### src/rtl/quad_decoder.sv
// quad_decoder: quadrature (A/B) encoder decoder.
//
// Synchronizes the two asynchronous encoder phases, decodes Gray-code
// transitions into step/dir events and keeps a WIDTH-bit modulo up/down
// position count with a synchronous load. Double transitions (both phases
// changing in one cycle) set a sticky error flag.
//
// Optional feature: define QDEC_FILTER_EN to add a per-phase glitch filter
// after the synchronizer (a phase change is accepted only after it holds
// FILT_LEN consecutive cycles).
//
// Ports:
//   clk      in   rising-edge clock
//   rst      in   synchronous active-high reset
//   qa, qb   in   encoder phases, asynchronous
//   set      in   load position from a
//   a        in   position load value
//   err_clr  in   clear sticky err
//   step     out  one-cycle pulse per legal transition
//   dir      out  direction of last step (1 = increment)
//   out      out  current position
//   err      out  sticky illegal-transition flag
//
// Decode control state:
//   state        | meaning
//   -------------+----------------------------------------------------
//   filling      | primed=0, fill counter running down; no step/err
//   primed       | prev holds last phase pair; every cycle is decoded

module quad_decoder #(
    parameter int WIDTH    = 8,
    parameter int FILT_LEN = 4
) (
    input  logic             clk,
    input  logic             rst,
    input  logic             qa,
    input  logic             qb,
    input  logic             set,
    input  logic [WIDTH-1:0] a,
    input  logic             err_clr,
    output logic             step,
    output logic             dir,
    output logic [WIDTH-1:0] out,
    output logic             err
);

    // Fill counter is sized for the longest (filtered) pipeline fill.
    localparam int FILL_W = $clog2(FILT_LEN + 3);
`ifdef QDEC_FILTER_EN
    localparam int FILL_LEN = 2 + FILT_LEN;
`else
    localparam int FILL_LEN = 2;
`endif
    localparam logic [FILL_W-1:0] FILL_LOAD = FILL_W'(FILL_LEN);

    // Two-flop synchronizers, index 1 = phase A, index 0 = phase B.
    logic [1:0] sync1_q, sync1_d;
    logic [1:0] sync2_q, sync2_d;
    logic [1:0] cur;

    assign sync1_d = {qa, qb};
    assign sync2_d = sync1_q;

`ifdef QDEC_FILTER_EN
    localparam int FW = $clog2(FILT_LEN) + 1;
    localparam logic [FW-1:0] FILT_LOAD = FW'(FILT_LEN - 1);

    logic [1:0]    flt_q, flt_d;
    logic [FW-1:0] flt_cnt_q [2];
    logic [FW-1:0] flt_cnt_d [2];

    // Down-counter per phase: restarts whenever the synced value matches the
    // filtered one, and the filtered value flips when it reaches zero.
    always_comb begin
        flt_d = flt_q;
        for (int i = 0; i < 2; i++) begin
            flt_cnt_d[i] = FILT_LOAD;
            if (sync2_q[i] != flt_q[i]) begin
                if (flt_cnt_q[i] == '0) begin
                    flt_d[i] = sync2_q[i];
                end else begin
                    flt_cnt_d[i] = flt_cnt_q[i] - FW'(1);
                end
            end
        end
    end

    always_ff @(posedge clk) begin
        if (rst) begin
            flt_q        <= '0;
            flt_cnt_q[0] <= FILT_LOAD;
            flt_cnt_q[1] <= FILT_LOAD;
        end else begin
            flt_q        <= flt_d;
            flt_cnt_q[0] <= flt_cnt_d[0];
            flt_cnt_q[1] <= flt_cnt_d[1];
        end
    end

    assign cur = flt_q;
`else
    assign cur = sync2_q;
`endif

    logic              primed_q, primed_d;
    logic [FILL_W-1:0] fill_q, fill_d;
    logic [1:0]        prev_q, prev_d;
    logic              step_q, step_d;
    logic              dir_q, dir_d;
    logic [WIDTH-1:0]  out_q, out_d;
    logic              err_q, err_d;

    always_comb begin
        primed_d = primed_q;
        fill_d   = fill_q;
        prev_d   = prev_q;
        step_d   = 1'b0;
        dir_d    = dir_q;
        out_d    = out_q;
        err_d    = err_q;

        if (err_clr) begin
            err_d = 1'b0;
        end

        if (!primed_q) begin
            if (fill_q == '0) begin
                primed_d = 1'b1;
                prev_d   = cur;
            end else begin
                fill_d = fill_q - FILL_W'(1);
            end
        end else begin
            prev_d = cur;
            case ({prev_q, cur})
                4'b00_01, 4'b01_11, 4'b11_10, 4'b10_00: begin
                    step_d = 1'b1;
                    dir_d  = 1'b1;
                    out_d  = out_q + WIDTH'(1);
                end
                4'b00_10, 4'b10_11, 4'b11_01, 4'b01_00: begin
                    step_d = 1'b1;
                    dir_d  = 1'b0;
                    out_d  = out_q - WIDTH'(1);
                end
                // Illegal double transition beats a same-cycle clear.
                4'b00_11, 4'b11_00, 4'b01_10, 4'b10_01: begin
                    err_d = 1'b1;
                end
                default: ;
            endcase
        end

        // Load discards any same-cycle count but leaves step/dir intact.
        if (set) begin
            out_d = a;
        end
    end

    always_ff @(posedge clk) begin
        if (rst) begin
            sync1_q  <= '0;
            sync2_q  <= '0;
            primed_q <= 1'b0;
            fill_q   <= FILL_LOAD;
            prev_q   <= '0;
            step_q   <= 1'b0;
            dir_q    <= 1'b0;
            out_q    <= '0;
            err_q    <= 1'b0;
        end else begin
            sync1_q  <= sync1_d;
            sync2_q  <= sync2_d;
            primed_q <= primed_d;
            fill_q   <= fill_d;
            prev_q   <= prev_d;
            step_q   <= step_d;
            dir_q    <= dir_d;
            out_q    <= out_d;
            err_q    <= err_d;
        end
    end

    assign step = step_q;
    assign dir  = dir_q;
    assign out  = out_q;
    assign err  = err_q;

endmodule
### config.mk
export PLATFORM = sky130hd
export DESIGN_NAME = quad_decoder
export DESIGN_NICKNAME = d
export VERILOG_FILES = /design/src/rtl/quad_decoder.sv
export SDC_FILE = /design/constraint.sdc
export NUM_CORES = 1
export LEC_CHECK = 0
export CAP_MARGIN = 20
export CORE_ASPECT_RATIO = 1.2
export CORE_MARGIN = 1.5
export CORE_UTILIZATION = 25
export DETAILED_ROUTE_END_ITERATION = 8
export GPL_TIMING_DRIVEN = 0
export PLACE_DENSITY = 0.42
export SYNTH_ARGS = -nofsm -noshare
export SYNTH_HDL_FRONTEND = slang
export SYNTH_SLANG_ARGS = --single-unit
### constraint.sdc
create_clock -name clk -period 4.2 [get_ports clk]
set_clock_uncertainty 0.1 [all_clocks]
set_input_delay 0.42 -clock clk [delete_from_list [all_inputs] [get_ports clk]]
set_output_delay 0.42 -clock clk [all_outputs]
set_load 0.01 [all_outputs]
==> After elaboration in Yosys (flattened, before gate mapping) <==
Cells that the tools add are included.
{ "totals": {"output_inout_bits": 11, "wordCells": 51, "inputBits": 14, "regBits": 21} }
{ "classes": {"eq_ne": 12, "n_bitwise": 2, "reduce_logical": 13, "addsub": 3, "n_mux": 12} }
{ "op_table": {"columns": ["operator", "n"], "rows": [
  ["$eq 4x4->1 const B", 6],
  ["$mux 8", 2],
  ["$pmux 8 s2", 1],
  ["$eq 4x3->1 const B", 3],
  ["$reduce_or 4->1", 3],
  ["$add 8x1->8 const B", 1],
  ["$eq 4x2->1 const B", 2],
  ["$reduce_or 8->1", 1],
  ["$sub 8x1->8 const B", 1],
  ["$mux 1", 6],
  ["$reduce_and 2->1", 3],
  ["$reduce_bool 2->1", 3],
  ["$eq 4x1->1 const B", 1],
  ["$mux 2", 2],
  ["$logic_not 3->1", 1],
  ["$reduce_bool 3->1", 1],
  ["$sub 3x1->3 const B", 1],
  ["$not 1->1", 2],
  ["$pmux 1 s2", 1],
  ["$reduce_or 2->1", 1]
]} }

==> Depth between registers and ports, before layout <==
Gate-level depths: netlist of run 1.
{ "logic_depth": {"word_depth": 5, "ltp_mapped": 8, "ltp_nobuf": 8} }

==> Least setup slack after synthesis of run 1 <==
Ideal clock, no wire load.
{ "synth_path": {"path_type": "reg2reg", "startpoint": "register prev_q[1]", "endpoint": "register out_q[7] (netlist: out[7])", "t_arrival_ns": 2.047, "t_required_ns": 3.975, "setup_ns": 0.125, "setup_slack_ns": 1.927, "synth_period_minus_slack_ns": 2.273, "n_path_buf": 0, "stages_incl_launch_ff": 9, "path_cell_list": "dfxtp_1 xor2_1 nor2_1 ha_1 a211oi_1 o31ai_1 o31ai_1 xnor2_1 o21ai_0"} }
{ "synth_between": {"elab_chain_len": 5, "elab_cells_between_ends": 15, "cone_classes": "eq/ne (8); mux (3); reduce/logical (4)"} }
{ "synth_lines": {"columns": ["item", "line", "rtl"], "rows": [
  ["start: declaration", "107", "logic [1:0] prev_q, prev_d;"],
  ["start signal: assignment", "176", "prev_q <= prev_d;"],
  ["$eq 4x2->1, or another cell as far along", "135", "case ({prev_q, cur})"],
  ["$reduce_or 4->1 (on tied branches)", null, null],
  ["$pmux 8 s2", "135", null],
  ["$mux 8", "126", "if (!primed_q) begin"],
  ["$mux 8", "155", "if (set) begin"],
  ["end signal: assignment", "179", "out_q <= out_d;"],
  ["end: declaration", "110", "logic [WIDTH-1:0] out_q, out_d;"]
]} }
Parallel ways exist; a longest one is shown, timed or not. The select of a mux whose other input is x is not followed.
A chain may end at the register's enable or synchronous reset.

==> Worst setup path after layout of run 1 <==
{ "layout_path": {"startpoint": "register prev_q[1]", "endpoint": "register out_q[5] (netlist: out[5])"} }
Same word-level chain as after synthesis.

==> out/qor.txt, run 1 <==
first-pass GRT wire length -> 4.23 mm
Pwr Density -> 384 nW/um2
Gate Count Post-Synth -> 131
DR vias -> 951
DRT iter0 DRCs -> 18
Core ar. -> 4290 um2
Setup Fix Bufs, Post-CTS -> 0
commonest non-fill, non-tap cells in the layout -> 22 x clkdlybuf4s50_1, 21 x dfxtp_1, 13 x nand2_1
f_max -> 0.361 GHz
fin crit period -> 2.77 ns
final period utilization -> 65.9%
CTS Buf Count -> 3
Die H -> 76.6 um
Final nets -> 182
CTS tree -> done
status -> finished, final reports clean
Global Route Usage Sum -> 11.0%
hold-fix buffers at CTS -> 0
static leakage -> 0.615 nW
die area -> 4930 um2
vias in the first global route -> 928
Setup Crit Path Kind -> flip-flop to flip-flop
Synth warnings -> 0
crit-path max FO -> 9
Multi-input gate area -> 647 um2
Mean Syn Cell Area -> 8.62 um2
Register Area -> 420 um2
Setup crit start -> prev_q[1]
Hold Path Origin -> sync1_q[0]
Core Rows -> 26
VDD IR max -> 111 uV
crit path launch type -> flip-flop
syn nets -> 155
fin. max-slew vios -> 0
H-tree depth -> 1
top cells by area, synth -> dfxtp_1 37%, ha_1 10%, xnor2_1 5.4%, xor2_1 4.7%, a21oi_1 4.4%
Die X -> 64.3 um
PortBufs -> 22
Yosys reg bits -> 21
Starting Density -> 26.3%
RSZ-0062 raised after global routing -> no
Arrival @ worst endpoint -> 2.84 ns
share of cells above drive strength 1 -> 4.46%
First-pass DRT Iterations -> 4
Filler Cells Inserted -> 468
Layout Area Growth over Synthesis -> 29.7%
Final Hold Fails -> 0
Ant. Diodes -> 0
hold crit path type -> flip-flop to flip-flop
r2r startpoint -> prev_q[1]
Vias/cell -> 4.46
gr ovfl total -> 0
CP required -> 4.27 ns
Worst-path clk slew -> 0.08 ns
Cell variety after synth -> 31
drc violations -> 0
sequential share of the synthesized area -> 37.3%
relative slew slack -> 46.1%
setup_tns -> 0 ns
Post-DRT Antenna Nets -> 0
largest net degree at the start of global routing -> 12
cell taking the most area after synthesis -> dfxtp_1
Root Driver -> clkbuf_8
PostCTS Resize Cnt -> 0
clk sinks -> 21
Synth top area share -> 37.3%
clk_lat worst skew -> 0.26 ns
Least-Margin Pin Slew -> 0.806 ns
io pins -> 25
Setup crit end kind -> flip-flop
drt wl/cell -> 12.3 um
initial antenna violation count -> 0
final hold slack -> 0.341 ns
reg2reg setup slack -> 1.43 ns
total of max-cap violations -> 0
area of the mapped netlist -> 1130 um2
Final setup viols -> 0
commonest non-fill, non-tap cell in the layout -> clkdlybuf4s50_1
clock tree buffer depth -> 2
gp weighted congestion -> 0.770
dpl hpwl -> 2.03 mm
WL final -> 2.62 mm
-- cell usage after synthesis --
cell / number
o21ai_0: 8
nand3_1: 2
a221oi_1: 2
and2_1: 1
a21oi_1: 10
xor2_1: 6
a21o_1: 2
nand2b_1: 2
buf_1: 2
a311oi_2: 1
a211oi_1: 3
inv_1: 9
fa_1: 1
buf_2: 1
xnor2_1: 7
buf_4: 1
o211ai_1: 2
a32oi_1: 2
o31ai_1: 2
clkinv_1: 1
nor2b_1: 4
a41oi_1: 1
nand2_2: 1
clkbuf_1: 1
nand2_1: 13
nor2_1: 12
a311oi_1: 1
and3_1: 2
dfxtp_1: 21
ha_1: 9
a211o_1: 1
-- cell type report --
cell class	instances	share of cell area (%)
Multi-Input combinational cell	95	44.2
Sequential cell	21	28.7
Timing Repair Buffer	22	15.0
Tap cell	56	4.79
Clock buffer	4	3.08
Inverter	10	2.56
Buffer	5	1.62
-- cell families (layout without fill, tap and decap cells) --
logic type,Yosys count,in the layout,synth area share (%)
xor gates and xnor gates,13,13,10.1
DFF,21,21,37.3
and+or+nand+nor,37,37,14.7
buffers and inverters,15,41,5.43
AOI/OAI and AO/OA,35,35,20.7
adders and majority gates,10,10,11.8
-- path summary, 6_finish.rpt --
check	depth (start not counted)	end
worst min register to register	1	cur[0]
worst max register to register	8	out[5]
worst min-delay path	1	cur[0]
worst max-delay path	8	out[5]
-- layer usage --
layer	GRT usage, %	vias to the layer above	part of all wire, %
met3	1.33	2	2.1
met1	13.5	435	47
li1	-	500	-
met4	4.47	0	0.53
met5	0	-	0
met2	19.2	14	50
-- critical path, cell delays in order (launching register included) --
cell      delay [ns]
dfxtp_1         0.34
xor2_1          0.19
nor2_1          0.64
ha_1            0.35
a211oi_1        0.07
o31ai_1         0.49
xor2_1          0.19
nand2_1         0.07
a221oi_1        0.23
-- registers in the layout, summed over array words and instances (netlist names), 2 cells and up --
signal   cells
cur          2
prev_q       2
fill_q       3
sync1_q      2
out          8
-- report_power, final --
group / switching, mW / internal (mW) / total, mW
sequential: 0.0168 / 0.226 / 0.243
clock: 0.0649 / 0.0675 / 0.132
combinational: 0.0997 / 0.0871 / 0.187
-- per-stage QoR --
stage	power (mW)	worst slack [ns]	util (%)	std cells	cell area (um2)
floorplan	0.377	1.93	-	131	1130
global placement	0.433	1.45	33.0	209	1420
detailed placement	0.437	1.41	33.0	209	1420
CTS	0.574	1.37	34.1	213	1460
global route	0.606	1.19	34.1	213	1460
finish	0.562	1.43	34.1	213	1460
Note: power is estimated with default switching activity, not from simulation.
==> inputs of run 2 (changes only) <==
--- a/config.mk
+++ b/config.mk
@@ -11,7 +11,7 @@
 export CORE_UTILIZATION = 25
 export DETAILED_ROUTE_END_ITERATION = 8
 export GPL_TIMING_DRIVEN = 0
-export PLACE_DENSITY = 0.42
+export PLACE_DENSITY = 0.44
 export SYNTH_ARGS = -nofsm -noshare
 export SYNTH_HDL_FRONTEND = slang
 export SYNTH_SLANG_ARGS = --single-unit
==> constraint.sdc (replaced) <==
create_clock -name clk -period 2.3 [get_ports clk]
set_clock_uncertainty 0.1 [all_clocks]
set_input_delay 0.23 -clock clk [delete_from_list [all_inputs] [get_ports clk]]
set_output_delay 0.23 -clock clk [all_outputs]
set_load 0.01 [all_outputs]
==> out/qor.txt, run 2 (synthesized netlist as in run 1, its figures left out) <==
initial antenna violation count -> 0 (unchanged)
Die H -> 76.6 um (unchanged)
RSZ-0062 raised after global routing -> yes (was no)
CTS tree -> done (unchanged)
CP Capture Point -> out[7] (was out[5])
final period utilization -> 94.5% (was 65.9%)
H-tree depth -> 1 (unchanged)
first-pass GRT wire length -> 4.35 mm (was 4.23 mm)
VDD IR max -> 181 uV (was 111 uV)
Global Route Usage Sum -> 11.4% (was 11.0%)
largest net degree at the start of global routing -> 12 (unchanged)
io pins -> 25 (unchanged)
Setup WS pre-CTS -> -0.421 ns (was 1.41 ns)
Final Core Density -> 35.7% (was 34.1%)
drt wl/cell -> 12.4 um (was 12.3 um)
placed instance count -> 209 (unchanged)
crit path launch type -> flip-flop (unchanged)
WL final -> 2.67 mm (was 2.62 mm)
Die X -> 64.3 um (unchanged)
Least-Margin Pin Slew -> 0.526 ns (was 0.806 ns)
reg2reg setup slack -> 0.13 ns (was 1.43 ns)
total of max-cap violations -> 0 (unchanged)
Final Hold Fails -> 0 (unchanged)
DR vias -> 989 (was 951)
share of cells above drive strength 1 -> 10.1% (was 4.46%)
Ant. Diodes -> 0 (unchanged)
Power, Total -> 1.06 mW (was 0.562 mW)
status -> finished, final reports clean (unchanged)
gr ovfl total -> 0 (unchanged)
Largest register FFs -> 8 (unchanged)
crit-path max FO -> 6 (was 9)
First-pass DRT Iterations -> 4 (unchanged)
CTS Buf Count -> 3 (unchanged)
drc violations -> 0 (unchanged)
Vias/cell -> 4.60 (was 4.46)
r2r startpoint -> cur[0] (was prev_q[1])
Setup crit start -> cur[0] (was prev_q[1])
die area -> 4930 um2 (unchanged)
Starting Density -> 26.3% (unchanged)
Setup crit end kind -> flip-flop (unchanged)
gp weighted congestion -> 0.717 (was 0.770)
Setup Crit Path Kind -> flip-flop to flip-flop (unchanged)
relative slew slack -> 65.0% (was 46.1%)
commonest non-fill, non-tap cells in the layout -> 22 x clkdlybuf4s50_1, 19 x dfxtp_1, 13 x nand2_1 (was 22 x clkdlybuf4s50_1, 21 x dfxtp_1, 13 x nand2_1)
PortBufs -> 22 (unchanged)
Worst-path clk slew -> 0.08 ns (about the same)
static leakage -> 0.634 nW (was 0.615 nW)
f_max -> 0.460 GHz (was 0.361 GHz)
reg2reg path depth -> 8 (unchanged)
CP required -> 2.35 ns (was 4.27 ns)
clk sinks -> 21 (unchanged)
final hold slack -> 0.249 ns (was 0.341 ns)
Core Rows -> 26 (unchanged)
final worst slack -> 0.126 ns (was 1.43 ns)
dpl hpwl -> 1.99 mm (was 2.03 mm)
vias in the first global route -> 948 (was 928)
clk_lat worst skew -> 0.26 ns (about the same)
fin. max-slew vios -> 0 (unchanged)
Layout Area Growth over Synthesis -> 35.9% (was 29.7%)
Reg-to-Reg End -> out[7] (was out[5])
Final nets -> 184 (was 182)
clock tree buffer depth -> 2 (unchanged)
DRT iter0 DRCs -> 14 (was 18)
Final setup viols -> 0 (unchanged)
Root Driver -> clkbuf_8 (unchanged)
hold crit path type -> primary input to flip-flop (was flip-flop to flip-flop)
commonest non-fill, non-tap cell in the layout -> clkdlybuf4s50_1 (unchanged)
Pwr Density -> 693 nW/um2 (was 384 nW/um2)
Post-DRT Antenna Nets -> 0 (unchanged)
Core ar. -> 4290 um2 (unchanged)
Finished Layout Cells -> 215 (was 213)
Arrival @ worst endpoint -> 2.22 ns (was 2.84 ns)
fin crit period -> 2.17 ns (was 2.77 ns)
-- run 2: cell type report --
cell class / count / area (um2)
fillers: 484 / 2760
repair buffers: 24 / 235
well taps: 56 / 70.1
clock buffers: 4 / 45.0
plain buffers: 5 / 23.8
multi-input cells: 95 / 699
inverters: 10 / 37.5
flip-flops and latches: 21 / 423
-- run 2: metal layers --
| layer | vias to the layer above | track usage, % | wire [um] |
|---|---|---|---|
| met5 | - | 0 | 0 |
| met4 | 0 | 5.74 | 54 |
| met3 | 4 | 2.22 | 126 |
| met2 | 22 | 18.8 | 1290 |
| met1 | 455 | 14.0 | 1200 |
| li1 | 508 | - | - |
-- run 2: repair_timing --
item / in CTS / in global routing
pin swaps: 1 / 3
setup endpoints to repair: 5 / 4
resized for setup: 5 / 5
gates cloned: 0 / 0
hold buffers: 0 / 0
setup buffers: 0 / 2
hold endpoints to repair: 0 / 0
-- run 2: stage by stage --
step	TNS, ns	instance area, um2
detailed placement	-1.75	1420
finish	0	1530
CTS	-0.00188	1490
global route	-0.0227	1530
floorplan	0	1130
global placement	-1.63	1420
-- run 2: how the worst min path moves through the flow --
| stage | start | endpoint | cells after the start |
|---|---|---|---|
| finish | set | out[2] | 3 |
| CTS | set | out[2] | 3 |
| detailed placement | sync1_q[0] | cur[0] | 1 |
| global route | set | out[2] | 3 |
| floorplan | qb | sync1_q[0] | 1 |
| global placement | sync1_q[0] | cur[0] | 1 |
-- run 2: where the power goes --
group	switching [mW]	internal, mW	total [mW]
logic	0.196	0.172	0.368
clock network	0.124	0.124	0.247
registers	0.0340	0.413	0.447
total	0.353	0.709	1.06
-- run 2: worst max-delay path, cell delays in order (launching register included) --
cell and delay, ns:
dfxtp_2 0.36, xor2_4 0.20, nor2_4 0.21, ha_1 0.30
a21oi_1 0.27, o31ai_4 0.13, o31ai_1 0.26, xnor2_1 0.15
o21ai_0 0.08
==> inputs of run 3 (changes only) <==
--- a/config.mk
+++ b/config.mk
@@ -12,6 +12,7 @@
 export DETAILED_ROUTE_END_ITERATION = 8
 export GPL_TIMING_DRIVEN = 0
 export PLACE_DENSITY = 0.44
+export SLEW_MARGIN = 20
 export SYNTH_ARGS = -nofsm -noshare
 export SYNTH_HDL_FRONTEND = slang
 export SYNTH_SLANG_ARGS = --single-unit
==> results of run 3 <==
The final DEF is identical to that of run 2; final timing and power are the same.
